<file path="src/rtl/vga_vram_arbiter.sv">
// vga_vram_arbiter: shares one single-port VRAM between VGA scan-out and a CPU.
// Display fetches own every active pixel tick; the CPU gets the remaining
// cycles through a req/ack handshake (write: ack with grant, read: ack one
// clk later, then one gap cycle). The frame buffer is down-scaled by
// 2^SCALE_SHIFT in both directions.
// Optional feature macro: VGA_ARB_CONFLICT_CNT_EN adds a 16-bit saturating
// count of CPU requests blocked by display slots (cleared on vsync_in rise).
module vga_vram_arbiter #(
  parameter  int SCALE_SHIFT = 2,
  parameter  int DW          = 12,
  localparam int AW          = 2 * (10 - SCALE_SHIFT)
) (
  input  logic          clk,
  input  logic          reset,
  input  logic          p_tick,
  input  logic          video_on,
  input  logic [9:0]    pixel_x,
  input  logic [9:0]    pixel_y,
  input  logic          hsync_in,
  input  logic          vsync_in,
  input  logic          cpu_req,
  input  logic          cpu_we,
  input  logic [AW-1:0] cpu_addr,
  input  logic [DW-1:0] cpu_wdata,
  output logic [DW-1:0] cpu_rdata,
  output logic          cpu_ack,
  output logic [AW-1:0] ram_addr,
  output logic          ram_we,
  output logic [DW-1:0] ram_wdata,
  input  logic [DW-1:0] ram_rdata,
  output logic [DW-1:0] rgb,
  output logic          hsync,
  output logic          vsync
`ifdef VGA_ARB_CONFLICT_CNT_EN
  ,
  output logic [15:0]   conflict_cnt
`endif
);

  typedef enum logic [1:0] {
    ST_IDLE   = 2'd0,
    ST_RD_RET = 2'd1,
    ST_GAP    = 2'd2
  } state_t;

  typedef enum logic [1:0] {
    TAG_NONE = 2'd0,
    TAG_DISP = 2'd1,
    TAG_CPU  = 2'd2
  } tag_t;

  state_t        r_state;
  tag_t          r_tag;
  logic [AW-1:0] r_addr_hold;
  logic [DW-1:0] r_wdata_hold;
  logic [DW-1:0] r_cpu_rdata;
  logic [DW-1:0] r_rgb;
  logic          r_von_tick;
  logic          r_hsync;
  logic          r_vsync;

  logic          w_disp;
  logic          w_grant;
  logic          w_rd_ret;
  logic [AW-1:0] w_disp_addr;
  logic          w_unused_pix;

  // Low pixel bits select a position inside a scaled block and are dropped.
  assign w_unused_pix = ^{pixel_x, pixel_y};

  assign w_disp_addr = {pixel_y[9:SCALE_SHIFT], pixel_x[9:SCALE_SHIFT]};
  assign w_disp      = p_tick & video_on;
  // Display slots always win; the CPU is only granted from IDLE.
  assign w_grant     = ~reset & ~w_disp & (r_state == ST_IDLE) & cpu_req;
  // A read return is suppressed by reset so a discarded read never acks.
  assign w_rd_ret    = ~reset & (r_state == ST_RD_RET);

  assign rgb   = r_rgb;
  assign hsync = r_hsync;
  assign vsync = r_vsync;

  // VRAM port mux and CPU completion signalling for the current slot.
  always_comb begin
    ram_addr  = r_addr_hold;
    ram_we    = 1'b0;
    ram_wdata = r_wdata_hold;
    cpu_ack   = 1'b0;
    cpu_rdata = r_cpu_rdata;
    if (reset) begin
      ram_addr  = {AW{1'b0}};
      ram_wdata = {DW{1'b0}};
    end else if (w_disp) begin
      ram_addr = w_disp_addr;
    end else if (w_grant) begin
      ram_addr = cpu_addr;
      if (cpu_we) begin
        ram_we    = 1'b1;
        ram_wdata = cpu_wdata;
        cpu_ack   = 1'b1;
      end else begin
        ram_we = 1'b0;
      end
    end else begin
      ram_addr = r_addr_hold;
    end
    if (w_rd_ret) begin
      cpu_ack   = 1'b1;
      cpu_rdata = ram_rdata;
    end else begin
      cpu_rdata = r_cpu_rdata;
    end
  end

  // CPU access sequencer: IDLE -> (RD_RET ->) GAP -> IDLE, plus slot owner tag.
  always_ff @(posedge clk) begin
    if (reset) begin
      r_state     <= ST_IDLE;
      r_tag       <= TAG_NONE;
      r_cpu_rdata <= {DW{1'b0}};
    end else begin
      case (r_state)
        ST_IDLE: begin
          if (w_grant) begin
            r_state <= cpu_we ? ST_GAP : ST_RD_RET;
          end else begin
            r_state <= ST_IDLE;
          end
        end
        ST_RD_RET: begin
          r_cpu_rdata <= ram_rdata;
          r_state     <= ST_GAP;
        end
        ST_GAP: begin
          r_state <= ST_IDLE;
        end
        default: begin
          r_state <= ST_IDLE;
        end
      endcase
      if (w_disp) begin
        r_tag <= TAG_DISP;
      end else if (w_grant && !cpu_we) begin
        r_tag <= TAG_CPU;
      end else begin
        r_tag <= TAG_NONE;
      end
    end
  end

  // Hold the last driven address/data so idle cycles keep the VRAM port stable.
  always_ff @(posedge clk) begin
    if (reset) begin
      r_addr_hold  <= {AW{1'b0}};
      r_wdata_hold <= {DW{1'b0}};
    end else begin
      r_addr_hold  <= ram_addr;
      r_wdata_hold <= ram_wdata;
    end
  end

  // Pixel output: load fetched colour, hold between ticks, black in blanking.
  always_ff @(posedge clk) begin
    if (reset) begin
      r_rgb      <= {DW{1'b0}};
      r_von_tick <= 1'b0;
    end else begin
      if (p_tick) begin
        r_von_tick <= video_on;
      end
      if (r_tag == TAG_DISP) begin
        r_rgb <= ram_rdata;
      end else if (!r_von_tick) begin
        r_rgb <= {DW{1'b0}};
      end
    end
  end

  // Sync delay stage to follow the registered pixel path.
  always_ff @(posedge clk) begin
    if (reset) begin
      r_hsync <= 1'b1;
      r_vsync <= 1'b1;
    end else begin
      r_hsync <= hsync_in;
      r_vsync <= vsync_in;
    end
  end

`ifdef VGA_ARB_CONFLICT_CNT_EN
  logic [15:0] r_conflict_cnt;
  logic        w_conflict;
  logic        w_vs_rise;

  assign w_conflict   = cpu_req & w_disp & (r_state == ST_IDLE);
  assign w_vs_rise    = vsync_in & ~r_vsync;
  assign conflict_cnt = r_conflict_cnt;

  // Saturating count of CPU requests blocked by display slots, per frame.
  always_ff @(posedge clk) begin
    if (reset) begin
      r_conflict_cnt <= 16'd0;
    end else if (w_vs_rise) begin
      r_conflict_cnt <= 16'd0;
    end else if (w_conflict && (r_conflict_cnt != 16'hFFFF)) begin
      r_conflict_cnt <= r_conflict_cnt + 16'd1;
    end else begin
      r_conflict_cnt <= r_conflict_cnt;
    end
  end
`endif

endmodule

</file>
<file path="config.mk">
export PLATFORM = sky130hd
export DESIGN_NAME = vga_vram_arbiter
export DESIGN_NICKNAME = d
export VERILOG_FILES = /design/src/rtl/vga_vram_arbiter.sv
export SDC_FILE = /design/constraint.sdc
export NUM_CORES = 1
export LEC_CHECK = 0
export ABC_AREA = 1
export BUFFER_PORTS_ARGS = -buffer_cell sky130_fd_sc_hd__buf_4
export CORE_ASPECT_RATIO = 0.9
export CORE_MARGIN = 4
export CORE_UTILIZATION = 38
export CTS_CLUSTER_SIZE = 14
export DETAILED_ROUTE_END_ITERATION = 7
export PLACE_DENSITY = 0.73
export SYNTH_ARGS = -nofsm -noshare
export SYNTH_HDL_FRONTEND = slang
export SYNTH_SLANG_ARGS = --single-unit
</file>
<file path="constraint.sdc">
create_clock -name clk -period 1.2 [get_ports clk]
set_input_delay 0 -clock clk [delete_from_list [all_inputs] [get_ports clk]]
set_output_delay 0 -clock clk [all_outputs]
set_load 0.02 [all_outputs]
</file>
---- Yosys cells after proc, flatten, opt, wreduce, memory -nomap -nowiden ----
Cells that the tools add are included.
operators by class
  eq/ne operators ......................... 3
  multiplexer cells ....................... 20
  bitwise logic cells ..................... 7
  reduce and logical (&&, ||, !) cells .... 4
operators with widths
  kind                                                                     count
  12-bit two-way mux                                                       7
  16-bit two-way mux                                                       3
  1-bit two-way mux                                                        6
  2-bit two-way mux                                                        3
  1-bit AND                                                                5
  2-bit by 1-bit == test with 1-bit output, second input constant          2
  2-bit case mux with 2 select lines                                       1
  2-bit zero test                                                          1
  2-bit by 1-bit inequality test with 1-bit output, second input constant  1
  1-bit inverter                                                           2
  2-bit OR reduction                                                       1
  1-bit logical AND                                                        1
  1-bit zero test                                                          1
storage, ports and cells
  register bits after elaboration ......... 59
  input bits .............................. 68
  output and inout port bits .............. 56
  logic and storage cells ................. 44

---- Depth between registers and ports, before layout ----
  depth after elaboration ................. 9
  depth in mapped cells ................... 8

---- Least setup slack after synthesis ----
Ideal clock, no wire load.
  kind .................................... flip-flop to output port
  start point ............................. reg r_state[1]
  end point ............................... out ram_addr[1]
  data arrival time ....................... 1,265 ps
  data required time ...................... 1,200 ps
  path slack .............................. -65 ps
  stages on the path, launching flop included .. 7
  buffers on the path ..................... 1
  cell sequence ........................... dfxtp_1 inv_2 nand2_2 nor2_4 buf_2 nor2_1 o21ai_0
on the way
  word-level cells in the longest chain between the ends .. 6
ends and longest elaborated chain
  what                    line  RTL
  start, declared         52    state_t r_state;
  start signal, assigned  124   r_state <= cpu_we ? ST_GAP : ST_RD_RET;
  2-bit zero test         74    assign w_grant = ~reset & ~w_disp & (r_state == ST_IDLE) & cpu_req;
  1-bit AND (2 in a row)  74
  16-bit two-way mux      94    end else if (w_grant) begin
  16-bit two-way mux      92    end else if (w_disp) begin
  16-bit two-way mux      89    if (reset) begin
  end, declared           27    output logic [AW-1:0] ram_addr,
No other way between the ends.

---- Worst setup path after layout ----
  start point ............................. reg r_state[0]
  end point ............................... out ram_wdata[11]
on the way
  word-level cells in the longest chain between the ends .. 6
ends and longest elaborated chain
  what                    line  RTL
  2-bit zero test         74
  1-bit AND (2 in a row)  74
  12-bit two-way mux      94
  12-bit two-way mux      92
  12-bit two-way mux      89
  end, declared           29    output logic [DW-1:0] ram_wdata,
No other way between the ends.

==> summary.md <==
| Metric | Value |
|---|---|
| Clock buffer count from CTS | `9` |
| WL per Instance | `14.6 um` |
| CP endpoint kind | `output port` |
| Drt initial violations | `89` |
| Avg Inst Size Synth | `6.99 sq um` |
| Slew Limit Fails | `0` |
| Hold path start | `cpu_wdata[3]` |
| Hold endpoint | `r_wdata_hold[3]` |
| Initial Util | `0.402` |
| CTS HTree Levels | `3` |
| Maximum VDD drop | `0.893 mV` |
| Max-slew headroom at the worst pin | `0.687` |
| Post-layout min period | `1.54 ns` |
| Share of cells above drive strength 1 | `0.401` |
| Residual DRC | `0` |
| Fin area | `0.00494 sq mm` |
| Clk_lat worst skew | `0.34 ns` |
| Post-Syn Nets | `457` |
| Slowest cell on the critical path | `dfxtp_2` |
| Clk buf depth | `2` |
| # IOs | `124` |
| GRT Total Usage | `0.220` |
| Clock sink count | `59` |
| Initial antenna violation count | `0` |
| Hold depth | `5` |
| Routed wire length | `9.66 mm` |
| Via density | `4.89` |
| Static leakage | `2.37 nW` |
| Post-Syn Area | `0.00272 sq mm` |
| Reg-to-reg setup timing slack | `-0.03 ns` |
| #FFs+latches synth | `59` |
| Worst Path Required | `1.20 ns` |
| Die height | `88.2 um` |
| Sequential share of the synthesized area | `0.434` |
| Overflow after GRT | `0` |
| CTS tree | `yes` |
| Worst Hold Class | `input port to flop` |
| Core ar. | `0.00676 sq mm` |
| Dpl cell area | `0.00377 sq mm` |
| Pin count of the biggest net entering global routing | `37` |
| Status | `finished, violations left` |
| Least-Margin Pin Slew | `0.469 ns` |
| HPWL Detailed | `5.44 mm` |
| Crit start category | `flop` |
| Vias in the first global route | `3274` |
| Yosys cell types | `24` |
| Ys async rst share | `0` |
| Die width | `97.2 um` |
| Hold Vio Cnt, Final | `0` |
| Drt first pass iters | `5` |
| GPL Wtd Cong | `0.770` |
| Total number of vias | `3240` |
| Worst-case reg-to-reg path depth | `7` |
| RSZ-0062 raised after global routing | `yes` |
| Most frequent cells in the layout | `nand2_1, buf_4, dfxtp_1` |
| Crit Path Class | `flop to output port` |
| Diode count | `0` |
| Critical path, cell by cell | `inv_4, nand2_2, nor2_4, buf_12, nand3_1, a21oi_2, buf_4` |
| CTS clock-pin slew for the worst setup and hold paths | `0.07 ns` |
| Setup WS post-layout | `-0.337 ns` |
| Total Die Area | `0.00857 sq mm` |
| Crit path arrival time | `1.54 ns` |
| Critical path peak fanout | `9` |
| Worst path max stage delay | `0.33 ns` |
| IO Port Bufs | `119` |
| Number of max-cap violations | `0` |
| Setup TNS | `-12.55 ns` |
| Final Total Pwr | `5.03 mW` |
| Global-route wire length before repair | `15.2 mm` |
| Synth Flop Type | `dfxtp_1` |
| Failing checks | `setup timing` |
| Max Clock Freq | `651 MHz` |
| Most common cell after layout, fill and taps aside | `nand2_1` |
| Final setup violation count | `46` |
| Reg2reg start | `r_state[0]` |
| Final worst-path cycle share | `1.28` |
| NumNets Final | `636` |
| Post-synthesis cell count | `389` |
| Post-synth EDFFs | `0` |
| Skew final | `0.00838 ns` |
| Power density over the cells | `1020 mW/mm^2` |
| Hold_ws | `0.0665 ns` |
| YS warnings | `0` |
| Worst reg2reg path endpoint | `r_cpu_rdata[4]` |
| Post-route ant nets | `0` |
| Area delta synth->final | `81.7%` |
| Site row count | `28` |
| CTS root buffer | `clkbuf_8` |
[report_power, final]
part	internal [mW]	leakage, nW	switching [mW]
clock network	0.949	0.0950	0.828
registers	2.04	0.482	0.0300
logic	0.581	1.79	0.595
[per-stage QoR]
step,utilization,cells,setup slack (ns)
after floorplan,-,389,0.00977
after global placement,0.557,586,-0.0454
after detailed placement,0.557,586,-0.0894
after CTS,0.704,658,-0.349
after global routing,0.731,663,-0.446
final,0.731,663,-0.337
[cells in the mapped netlist (2+ instances only)]
master	count	share of area
nand2_1	175	0.24
dfxtp_1	59	0.43
a21oi_1	36	0.066
o21ai_0	28	0.052
inv_1	18	0.025
o31ai_1	12	0.033
nand3_2	9	0.033
buf_2	8	0.015
clkbuf_1	6	0.0083
nor2_1	6	0.0083
buf_4	5	0.014
nand3_1	5	0.0092
inv_2	4	0.0055
buf_6	3	0.012
clkbuf_2	2	0.0037
nand2_2	2	0.0046
nor3_1	2	0.0037
o21ai_1	2	0.0037
or2_2	2	0.0046
[logic make-up (layout without fill, tap and decap cells)]
group,count (synthesis),count (layout),synth area share
buffers and inverters,47,231,0.0907
AND/OR/NAND/NOR,204,204,0.318
AO/OA/AOI/OAI,79,79,0.157
flip-flops,59,59,0.434
[how the worst max path moves through the flow]
stage,from,to,slack (ns),depth (start not counted)
after CTS,r_state[0],ram_wdata[7],-0.35,7
after detailed placement,r_tag[0],rgb[7],-0.09,5
after global routing,r_state[0],ram_addr[13],-0.45,9
after global placement,r_tag[0],rgb[7],-0.05,5
after floorplan,r_state[1],ram_wdata[0],0.01,6
final,r_state[0],ram_wdata[11],-0.34,7
[metal layers]
layer / share of wire / global-route usage / up-vias / wire [um]
li1: - / - / 1605 / -
met3: 0.057 / 0.0749 / 20 / 553
met5: 0 / 0 / - / 0
met1: 0.40 / 0.246 / 1496 / 3880
met2: 0.52 / 0.393 / 119 / 5020
met4: 0.022 / 0.0867 / 0 / 210
[state kept, by name, indices dropped and copies added (netlist names)]
register and flops:
r_wdata_hold 12, r_von_tick 1, vsync 1, rgb 12
r_state 2, r_cpu_rdata 12, r_tag 2, r_addr_hold 16
hsync 1
[worst max-delay path: cells and delay by family, from the launching register on]
kind	cells	cell delay (ns)
AND/OR/NAND/NOR	3	0.31
buffers and inverters	3	0.38
AO/OA/AOI/OAI	1	0.18
flip-flops	1	0.33
[timing repair]
| action | in CTS | in global routing |
|---|---|---|
| hold endpoints to repair | 46 | 0 |
| pin swaps | 0 | 6 |
| gates cloned | 3 | 0 |
| buffers inserted | 4 | 6 |
| endpoints found under the setup margin | 62 | 43 |
| hold buffers | 49 | 0 |
| resized for setup | 81 | 38 |
[final cells by class]
type	count	area [sq um]
Inverter	22	90.1
Multi-Input combinational cell	283	1520
Fill cell	491	1820
Timing Repair Buffer	193	1840
Tap cell	90	113
Clock inverter	7	68.8
Sequential cell	59	1180
Clock buffer	9	124
(Power assumes the default switching activity.)
